$ cat src/rtl/cla_pkg.sv
// cla_pkg: shared constants, group-count helper and stage-1 side-band payload
// for the pipelined carry-lookahead adder.
package cla_pkg;

    localparam logic MODE_ADD = 1'b0;
    localparam logic MODE_SUB = 1'b1;

    function automatic int groups_f(input int width, input int group);
        return width / group;
    endfunction

    // Width-independent part of the stage-1 payload; the vector fields live in the top.
    typedef struct packed {
        logic c0;
        logic a_msb;
        logic b_msb;
    } s1_meta_t;

endpackage

$ cat src/rtl/cla_group.sv
// cla_group: GROUP-bit lookahead cell giving group propagate/generate and,
// from a carry-in, the group's sum bits and carry-out.
module cla_group #(
    parameter int GROUP = 4
) (
    input  logic [GROUP-1:0] p_i,
    input  logic [GROUP-1:0] g_i,
    input  logic             c_i,
    output logic             gp_o,
    output logic             gg_o,
    output logic [GROUP-1:0] s_o,
    output logic             c_o
);

    logic [GROUP:0] c;

    always_comb begin
        c[0] = c_i;
        gg_o = 1'b0;
        for (int i = 0; i < GROUP; i++) begin
            c[i+1] = g_i[i] | (p_i[i] & c[i]);
            gg_o   = g_i[i] | (p_i[i] & gg_o);
        end
    end

    assign gp_o = &p_i;
    assign s_o  = p_i ^ c[GROUP-1:0];
    assign c_o  = c[GROUP];

endmodule

$ cat src/rtl/cla_pipe_adder.sv
// cla_pipe_adder: two-stage pipelined carry-lookahead adder/subtractor with
// valid/ready handshakes; stage 1 forms p/g and group P/G, stage 2 resolves carries.
module cla_pipe_adder
    import cla_pkg::*;
#(
    parameter int WIDTH = 16,
    parameter int GROUP = 4
) (
    input  logic             clk,
    input  logic             rst_n,
    input  logic             in_valid_i,
    output logic             in_ready_o,
    input  logic [WIDTH-1:0] a_i,
    input  logic [WIDTH-1:0] b_i,
    input  logic             cin_i,
    input  logic             sub_i,
    output logic             out_valid_o,
    input  logic             out_ready_i,
    output logic [WIDTH-1:0] sum_o,
    output logic             cout_o,
    output logic             ovf_o
);

    localparam int GROUPS = groups_f(WIDTH, GROUP);

    if (WIDTH < 2 || WIDTH % GROUP != 0) begin : g_bad_params
        $error("cla_pipe_adder: WIDTH must be >= 2 and a multiple of GROUP");
    end

    typedef struct packed {
        logic [WIDTH-1:0]  p;
        logic [WIDTH-1:0]  g;
        logic [GROUPS-1:0] gp;
        logic [GROUPS-1:0] gg;
        s1_meta_t          meta;
    } s1_t;

    s1_t              s1_d, s1_q;
    logic             s1_valid_q;
    logic [WIDTH-1:0] b_eff;
    logic [GROUPS-1:0] gp1, gg1;
    logic [WIDTH-1:0] unused_s1;
    logic [GROUPS-1:0] unused_c1, unused_gp2, unused_gg2, unused_c2;
    logic [GROUPS:0]  gc;
    logic [WIDTH-1:0] sum_d;
    logic             cout_d, ovf_d;
    logic             out_valid_q, cout_q, ovf_q;
    logic [WIDTH-1:0] sum_q;
    logic             s1_adv, s2_adv;

    assign s2_adv     = !out_valid_q || out_ready_i;
    assign s1_adv     = !s1_valid_q || s2_adv;
    assign in_ready_o = s1_adv;

    assign b_eff = (sub_i == MODE_SUB) ? ~b_i : b_i;

    always_comb begin
        s1_d            = '0;
        s1_d.p          = a_i ^ b_eff;
        s1_d.g          = a_i & b_eff;
        s1_d.gp         = gp1;
        s1_d.gg         = gg1;
        s1_d.meta.c0    = (sub_i == MODE_SUB) ? 1'b1 : cin_i;
        s1_d.meta.a_msb = a_i[WIDTH-1];
        s1_d.meta.b_msb = b_eff[WIDTH-1];
    end

    for (genvar k = 0; k < GROUPS; k++) begin : g_s1
        cla_group #(.GROUP(GROUP)) u_grp (
            .p_i  (s1_d.p[k*GROUP +: GROUP]),
            .g_i  (s1_d.g[k*GROUP +: GROUP]),
            .c_i  (1'b0),
            .gp_o (gp1[k]),
            .gg_o (gg1[k]),
            .s_o  (unused_s1[k*GROUP +: GROUP]),
            .c_o  (unused_c1[k])
        );
    end

    // Second-level lookahead: group carries come only from registered group P/G.
    always_comb begin
        gc[0] = s1_q.meta.c0;
        for (int k = 0; k < GROUPS; k++) begin
            gc[k+1] = s1_q.gg[k] | (s1_q.gp[k] & gc[k]);
        end
    end

    for (genvar k = 0; k < GROUPS; k++) begin : g_s2
        cla_group #(.GROUP(GROUP)) u_grp (
            .p_i  (s1_q.p[k*GROUP +: GROUP]),
            .g_i  (s1_q.g[k*GROUP +: GROUP]),
            .c_i  (gc[k]),
            .gp_o (unused_gp2[k]),
            .gg_o (unused_gg2[k]),
            .s_o  (sum_d[k*GROUP +: GROUP]),
            .c_o  (unused_c2[k])
        );
    end

    assign cout_d = gc[GROUPS];
    assign ovf_d  = (s1_q.meta.a_msb == s1_q.meta.b_msb) && (sum_d[WIDTH-1] != s1_q.meta.a_msb);

    always_ff @(posedge clk or negedge rst_n) begin
        if (!rst_n) begin
            s1_q        <= '0;
            s1_valid_q  <= 1'b0;
            out_valid_q <= 1'b0;
            sum_q       <= '0;
            cout_q      <= 1'b0;
            ovf_q       <= 1'b0;
        end else begin
            if (s1_adv) begin
                s1_valid_q <= in_valid_i;
                if (in_valid_i) s1_q <= s1_d;
            end
            if (s2_adv) begin
                out_valid_q <= s1_valid_q;
                if (s1_valid_q) begin
                    sum_q  <= sum_d;
                    cout_q <= cout_d;
                    ovf_q  <= ovf_d;
                end
            end
        end
    end

    assign out_valid_o = out_valid_q;
    assign sum_o       = sum_q;
    assign cout_o      = cout_q;
    assign ovf_o       = ovf_q;

endmodule

$ cat config.mk
export PLATFORM = sky130hd
export DESIGN_NAME = cla_pipe_adder
export DESIGN_NICKNAME = d
export VERILOG_FILES = /design/src/rtl/cla_pkg.sv /design/src/rtl/cla_group.sv /design/src/rtl/cla_pipe_adder.sv
export SDC_FILE = /design/constraint.sdc
export NUM_CORES = 1
export LEC_CHECK = 0
export ABC_AREA = 1
export CAP_MARGIN = 20
export CORE_MARGIN = 2
export CORE_UTILIZATION = 54
export CTS_BUF_LIST = sky130_fd_sc_hd__clkbuf_4
export DETAILED_ROUTE_END_ITERATION = 10
export GPL_ROUTABILITY_DRIVEN = 0
export PLACE_DENSITY_LB_ADDON = 0.1
export SYNTH_ARGS = -nofsm -noshare
export SYNTH_HDL_FRONTEND = slang
export SYNTH_SLANG_ARGS = --single-unit
$ cat constraint.sdc
create_clock -name clk -period 2.8 [get_ports clk]
set_input_delay 0.28 -clock clk [delete_from_list [all_inputs] [get_ports clk]]
set_output_delay 0.28 -clock clk [all_outputs]
set_load 0.01 [all_outputs]
Word-level counts from Yosys, hierarchy flattened
Cells that the tools add are included.
{"block": "totals", "register_bits": 62, "output_inout_bits": 20, "wordCells": 90, "inputBits": 38}
{"block": "classes", "mux": 2, "n_bitwise": 63, "n_reduce_logical": 11, "n_eq_ne": 2}
{"op": "$and A1 B1 Y1", "n": 28}
{"op": "$or A1 B1 Y1", "n": 28}
{"op": "$and A16 B16 Y16", "n": 1}
{"op": "$mux W16", "n": 1}
{"op": "$not A16 Y16", "n": 1}
{"op": "$reduce_and A4 Y1", "n": 4}
{"op": "$xor A16 B16 Y16", "n": 1}
{"op": "$xor A4 B4 Y4", "n": 4}
{"op": "$reduce_and A2 Y1", "n": 2}
{"op": "$logic_not A1 Y1", "n": 2}
{"op": "$logic_or A1 B1 Y1", "n": 2}
{"op": "$eq A1 B1 Y1", "n": 1}
{"op": "$logic_and A1 B1 Y1", "n": 1}
{"op": "$mux W1", "n": 1}
{"op": "$ne A1 B1 Y1", "n": 1}

Longest topological paths before layout
{"block": "depth", "depth_word": 15, "ltp_mapped": 16, "mapped_depth_nobuf": 16}

Modules after synthesis
Synthesis repeated with hierarchy kept, for this count alone.
{"block": "hier_totals", "hier_cells": 454, "hier_area_um2": 3762.4}
{"module": "cla_pipe_adder", "cells_per_inst": 310, "area_each_um2": 2791.4, "seq_area_each_um2": 1576.5, "n_inst": 1}
{"module": "cla_group", "cells_per_inst": 18, "area_each_um2": 121.4, "seq_area_each_um2": 0.0, "n_inst": 8}

Least setup slack after synthesis
OpenSTA, ideal clock, no wires.
{"block": "synth_path", "path_kind": "reg2reg", "start": "reg s1_q (netlist bit gc[0])", "end": "reg ovf_q, in the netlist ovf_o", "path_stages_with_launch": 17, "synth_period_minus_slack_ns": 2.431, "slack_ns": 0.369, "arrival_ns": 2.304, "t_required_ns": 2.673, "setup_ns": 0.127, "n_path_buf": 0, "path_cell_list": "dfrtp_1 nand2_1 nand2_1 nand2_1 nand2_1 nand2_1 nand2_1 ha_1 or2_2 ha_1 or2_2 ha_1 nor2_1 xor2_1 o21ai_0 nand2_1 o21ai_0"}
{"block": "synth_between", "elab_chain_len": 15}
{"element": "start: declaration", "line": "cla_pipe_adder.sv:38", "text": "s1_t s1_d, s1_q;"}
{"element": "start signal: assignment", "line": "cla_pipe_adder.sv:105", "text": "s1_q <= '0;"}
{"element": "start signal: assignment", "line": "cla_pipe_adder.sv:114", "text": "if (in_valid_i) s1_q <= s1_d;"}
{"element": "$and A1 B1 Y1", "line": "cla_pipe_adder.sv:84", "text": "gc[k+1] = s1_q.gg[k] | (s1_q.gp[k] & gc[k]);"}
{"element": "$or A1 B1 Y1", "line": "cla_pipe_adder.sv:84"}
{"element": "$and A1 B1 Y1", "line": "cla_pipe_adder.sv:84"}
{"element": "$or A1 B1 Y1", "line": "cla_pipe_adder.sv:84"}
{"element": "$and A1 B1 Y1", "line": "cla_pipe_adder.sv:84"}
{"element": "$or A1 B1 Y1", "line": "cla_pipe_adder.sv:84"}
{"element": "$and A1 B1 Y1", "line": "cla_group.sv:21", "text": "c[i+1] = g_i[i] | (p_i[i] & c[i]);"}
{"element": "$or A1 B1 Y1", "line": "cla_group.sv:21"}
{"element": "$and A1 B1 Y1", "line": "cla_group.sv:21"}
{"element": "$or A1 B1 Y1", "line": "cla_group.sv:21"}
{"element": "$and A1 B1 Y1", "line": "cla_group.sv:21"}
{"element": "$or A1 B1 Y1", "line": "cla_group.sv:21"}
{"element": "$xor A4 B4 Y4", "line": "cla_group.sv:27", "text": "assign s_o = p_i ^ c[GROUP-1:0];"}
{"element": "$ne A1 B1 Y1", "line": "cla_pipe_adder.sv:101", "text": "assign ovf_d = (s1_q.meta.a_msb == s1_q.meta.b_msb) && (sum_d[WIDTH-1] != s1_q.meta.a_msb);"}
{"element": "$logic_and A1 B1 Y1", "line": "cla_pipe_adder.sv:101"}
{"element": "end signal: assignment", "line": "cla_pipe_adder.sv:121", "text": "ovf_q <= ovf_d;"}
{"element": "end: declaration", "line": "cla_pipe_adder.sv:47", "text": "logic out_valid_q, cout_q, ovf_q;"}
Every way passes these cells.
A chain may end at the register's enable or synchronous reset.

Worst setup path in the final report
Same ends and word-level chain as after synthesis.

==> impl_metrics.tcl <==
set metrics [dict create \
    yosysSeqAreaShare 0.4941 \
    cts.clk_slew.worst_paths_ns 0.10 \
    synth_compound_area_frac 0.07370 \
    max_stage_delay_ns 0.41 \
    cp_max_fo 3 \
    rows 27 \
    syn_avg_cell_area_um2 9.109 \
    htree_levels 3 \
    worstMarginPinSlew_ns 0.5325 \
    dp_hpwl_um 3968 \
    status "completed" \
    io_pins 58 \
    cell_internal_pwr_uw 1912 \
    slew_violations 0 \
    root_buffer "clkbuf_4" \
    tns_ns 0 \
    ys_ff_latch 59 \
    coreArea_um2 5439 \
    r2r_slack_ns 0.15 \
    fill_cells 468 \
    ys_types 19 \
    drc 0 \
    wire_per_inst_um 12.05 \
    clock-sinks 59 \
    vias 2288 \
    crit_top_cell "nand2_1" \
    grt_first_pass_wirelength_um 9832 \
    dpl_cell_area_um2 3583 \
    net-switching-power_uw 856.3 \
    p_total_uw 2769 \
    synthXorXnorAreaFrac 0.05863 \
    port-buffer-count 57 \
    grt_max_degree 50 \
    synth.area.mux_share 0 \
    sequentialPowerShare 0.431 \
    critical_path.top_delay_family "simple AND/OR/NAND/NOR gates" \
    numCtsBuffers 9 \
    criticalPathCategory "reg -> reg" \
    vias_per_cell 4.899 \
    synth_ff_type "dfrtp_1" \
    ant_nets 0 \
    synth.top_cell.area_share 0.4941 \
    synth_edf_count 0 \
    finalHoldWorstSlack_ns 0.3793 \
    clk_latency_ns 0.40 \
    grt_pass1_vias 2312 \
    finalInstanceArea_um2 3761 \
    diodes 0 \
    areaGrowthSynthToFinish_pct 25.88 \
    yosys_warnings 0 \
    drive_gt1_frac 0.09620 \
    async_reset_ff_frac 1.000 \
    ys_top_cells_by_area "dfrtp_1 (49%), nand2_1 (15%), ha_1 (12%)" \
    globalRouteTotalUtil 0.2085 \
    power.density_nw_per_um2 736.1 \
    clkPwrFrac 0.243 \
    synthAdderAreaFrac 0.1173 \
    synth_cells 328 \
    p_sw_frac 0.3093 \
    nets 456 \
    fin_crit_sh 0.9460 \
    hold_violations 0 \
    cts_tree "built" \
    netlist_area_um2 2988 \
    synth_fp_nets 394 \
    drt_iter0_markers 133 \
    synth_top_family_by_area "simple AND/OR/NAND/NOR gates" \
    irDropWorstVdd_mv 0.3404 \
    die_w_um 78.39 \
    yosys.area_share.simple 0.2002 \
    slew_headroom 0.6446 \
    period_minus_slack_ns 2.649 \
    cp-start-kind "flip-flop" \
    fmax_mhz 377.5 \
    crit_slowest_cell "dfrtp_1" \
    grt_overflow 0 \
    drtPass1Iterations 4 \
    reg2reg_depth 16 \
    worst_ep_required_time_ns 3.08 \
    critPathArrivalTime_ns 2.93 \
    clock_path_buffers 2 \
    antenna_found_initial 0 \
    crit_buf_inv 0 \
    power_leakage_uw 0.001915 \
    dieHeight_um 78.39 \
    start_util 0.5493 \
    yosysMostFrequentCell "nand2_1" \
    fin_skew_ns 0.01264 \
    cp_cell_sequence "nand2_1, nand2_2, nand2_1, nand2_2, nand2_1, nand2_1, ha_1, or2_2, ha_1, or2_2, ha_1, nor2_1, xor2_1, o21ai_1, nand2_1, o21ai_0" \
    endpoint_kind "flip-flop" \
    rsz0062_at_grt "no" \
    fp.dieArea_um2 6144 \
    setup_viol 0 \
    max-cap-violations 0 \
    rr_endpoint "ovf_o$_DFFE_PN0P_" \
    min_path_type "in -> async" \
    drt-total-wl_um 5629 \
    combinationalPowerShare 0.327 \
    worstReg2RegStart "gc[0]$_DFFE_PN0P_" \
    yosysTopAreaCell "dfrtp_1" \
    synth_common_cells "nand2_1 (123), dfrtp_1 (59), ha_1 (28)" \
]
per-layer routing:
metal / wire [µm] / track usage / up-vias
met5: 0 / 0 / -
met4: 74 / 0.07895 / 0
met3: 235 / 0.06322 / 7
met2: 2685 / 0.3595 / 47
met1: 2634 / 0.2452 / 1066
li1: - / - / 1168
worst reg2reg max path, delay by kind of cell (launching register included):
family                     cells  cell delay (ns)
adders and majority gates      3             0.58
AOI/OAI and AO/OA              2             0.17
and+or+nand+nor               10             1.14
DFF                            1             0.41
xor gates and xnor gates       1             0.23
flip-flops by register name, indices dropped and copies added, names as in the netlist:
signal,count
cout_o,1
gc,1
out_valid_o,1
ovf_o,1
s1_q,38
s1_valid_q,1
sum_o,16
placed cells by master (no fill, tap or decap), drive strengths merged, types with 7 or more instances in the layout:
master / instances
clkbuf: 10
nand2: 127
clkdlybuf4s50: 56
or2: 8
ha: 28
inv: 20
xor2: 20
dfrtp: 59
nor2: 7
o21ai: 32
how the worst max path moves through the flow:
| stage | start | end | slack [ns] | cells past startpoint |
|---|---|---|---|---|
| 6_report | gc[0]$_DFFE_PN0P_ | ovf_o$_DFFE_PN0P_ | 0.15 | 16 |
| 5_1_grt | gc[0]$_DFFE_PN0P_ | ovf_o$_DFFE_PN0P_ | 0.004 | 16 |
| 4_1_cts | gc[0]$_DFFE_PN0P_ | ovf_o$_DFFE_PN0P_ | 0.12 | 16 |
| 3_5_place_dp | gc[0]$_DFFE_PN0P_ | ovf_o$_DFFE_PN0P_ | 0.15 | 16 |
| 3_3_place_gp | gc[0]$_DFFE_PN0P_ | ovf_o$_DFFE_PN0P_ | 0.23 | 16 |
| 2_1_floorplan | gc[0]$_DFFE_PN0P_ | ovf_o$_DFFE_PN0P_ | 0.37 | 16 |
metrics by stage:
step | setup WS [ns] | cells | utilization
6_report | 0.1512 | 467 | 0.6915
5_1_grt | 0.004266 | 467 | 0.6915
4_1_cts | 0.1185 | 466 | 0.6892
3_5_place_dp | 0.1482 | 449 | 0.6588
3_3_place_gp | 0.2281 | 449 | 0.6588
2_1_floorplan | 0.3694 | 328 | -
layout make-up:
| type | instances | area (µm²) | share of cell area |
|---|---|---|---|
| clock buffer | 10 | 75.07 | 0.01996 |
| clock inverter | 6 | 80.08 | 0.02129 |
| inverter | 20 | 77.57 | 0.02063 |
| multi-input combinational | 237 | 1349 | 0.3586 |
| sequential | 59 | 1476 | 0.3925 |
| tap | 72 | 90.09 | 0.02395 |
| timing repair buffer | 63 | 613.1 | 0.1630 |
kinds of logic after synthesis:
family                     Yosys count
xor gates and xnor gates            20
DFF                                 59
AOI/OAI and AO/OA                   42
buffers and inverters               32
adders and majority gates           28
and+or+nand+nor                    147
power groups by stage:
stage | registers [µW] | clock network, µW | logic [µW]
after floorplan | 1250 | 0 | 428
after global placement | 1200 | 0 | 889
after detailed placement | 1210 | 0 | 900
after CTS | 1190 | 689 | 911
after global routing | 1220 | 727 | 1030
final | 1190 | 672 | 904
repair_timing:
action / CTS / global route
buffers inserted: 0 / 1
gates resized for setup: 0 / 3
hold endpoints to repair: 21 / 0
setup endpoints to repair: 0 / 1
hold buffers: 1 / 0
Power figures use the tool's default switching activity.
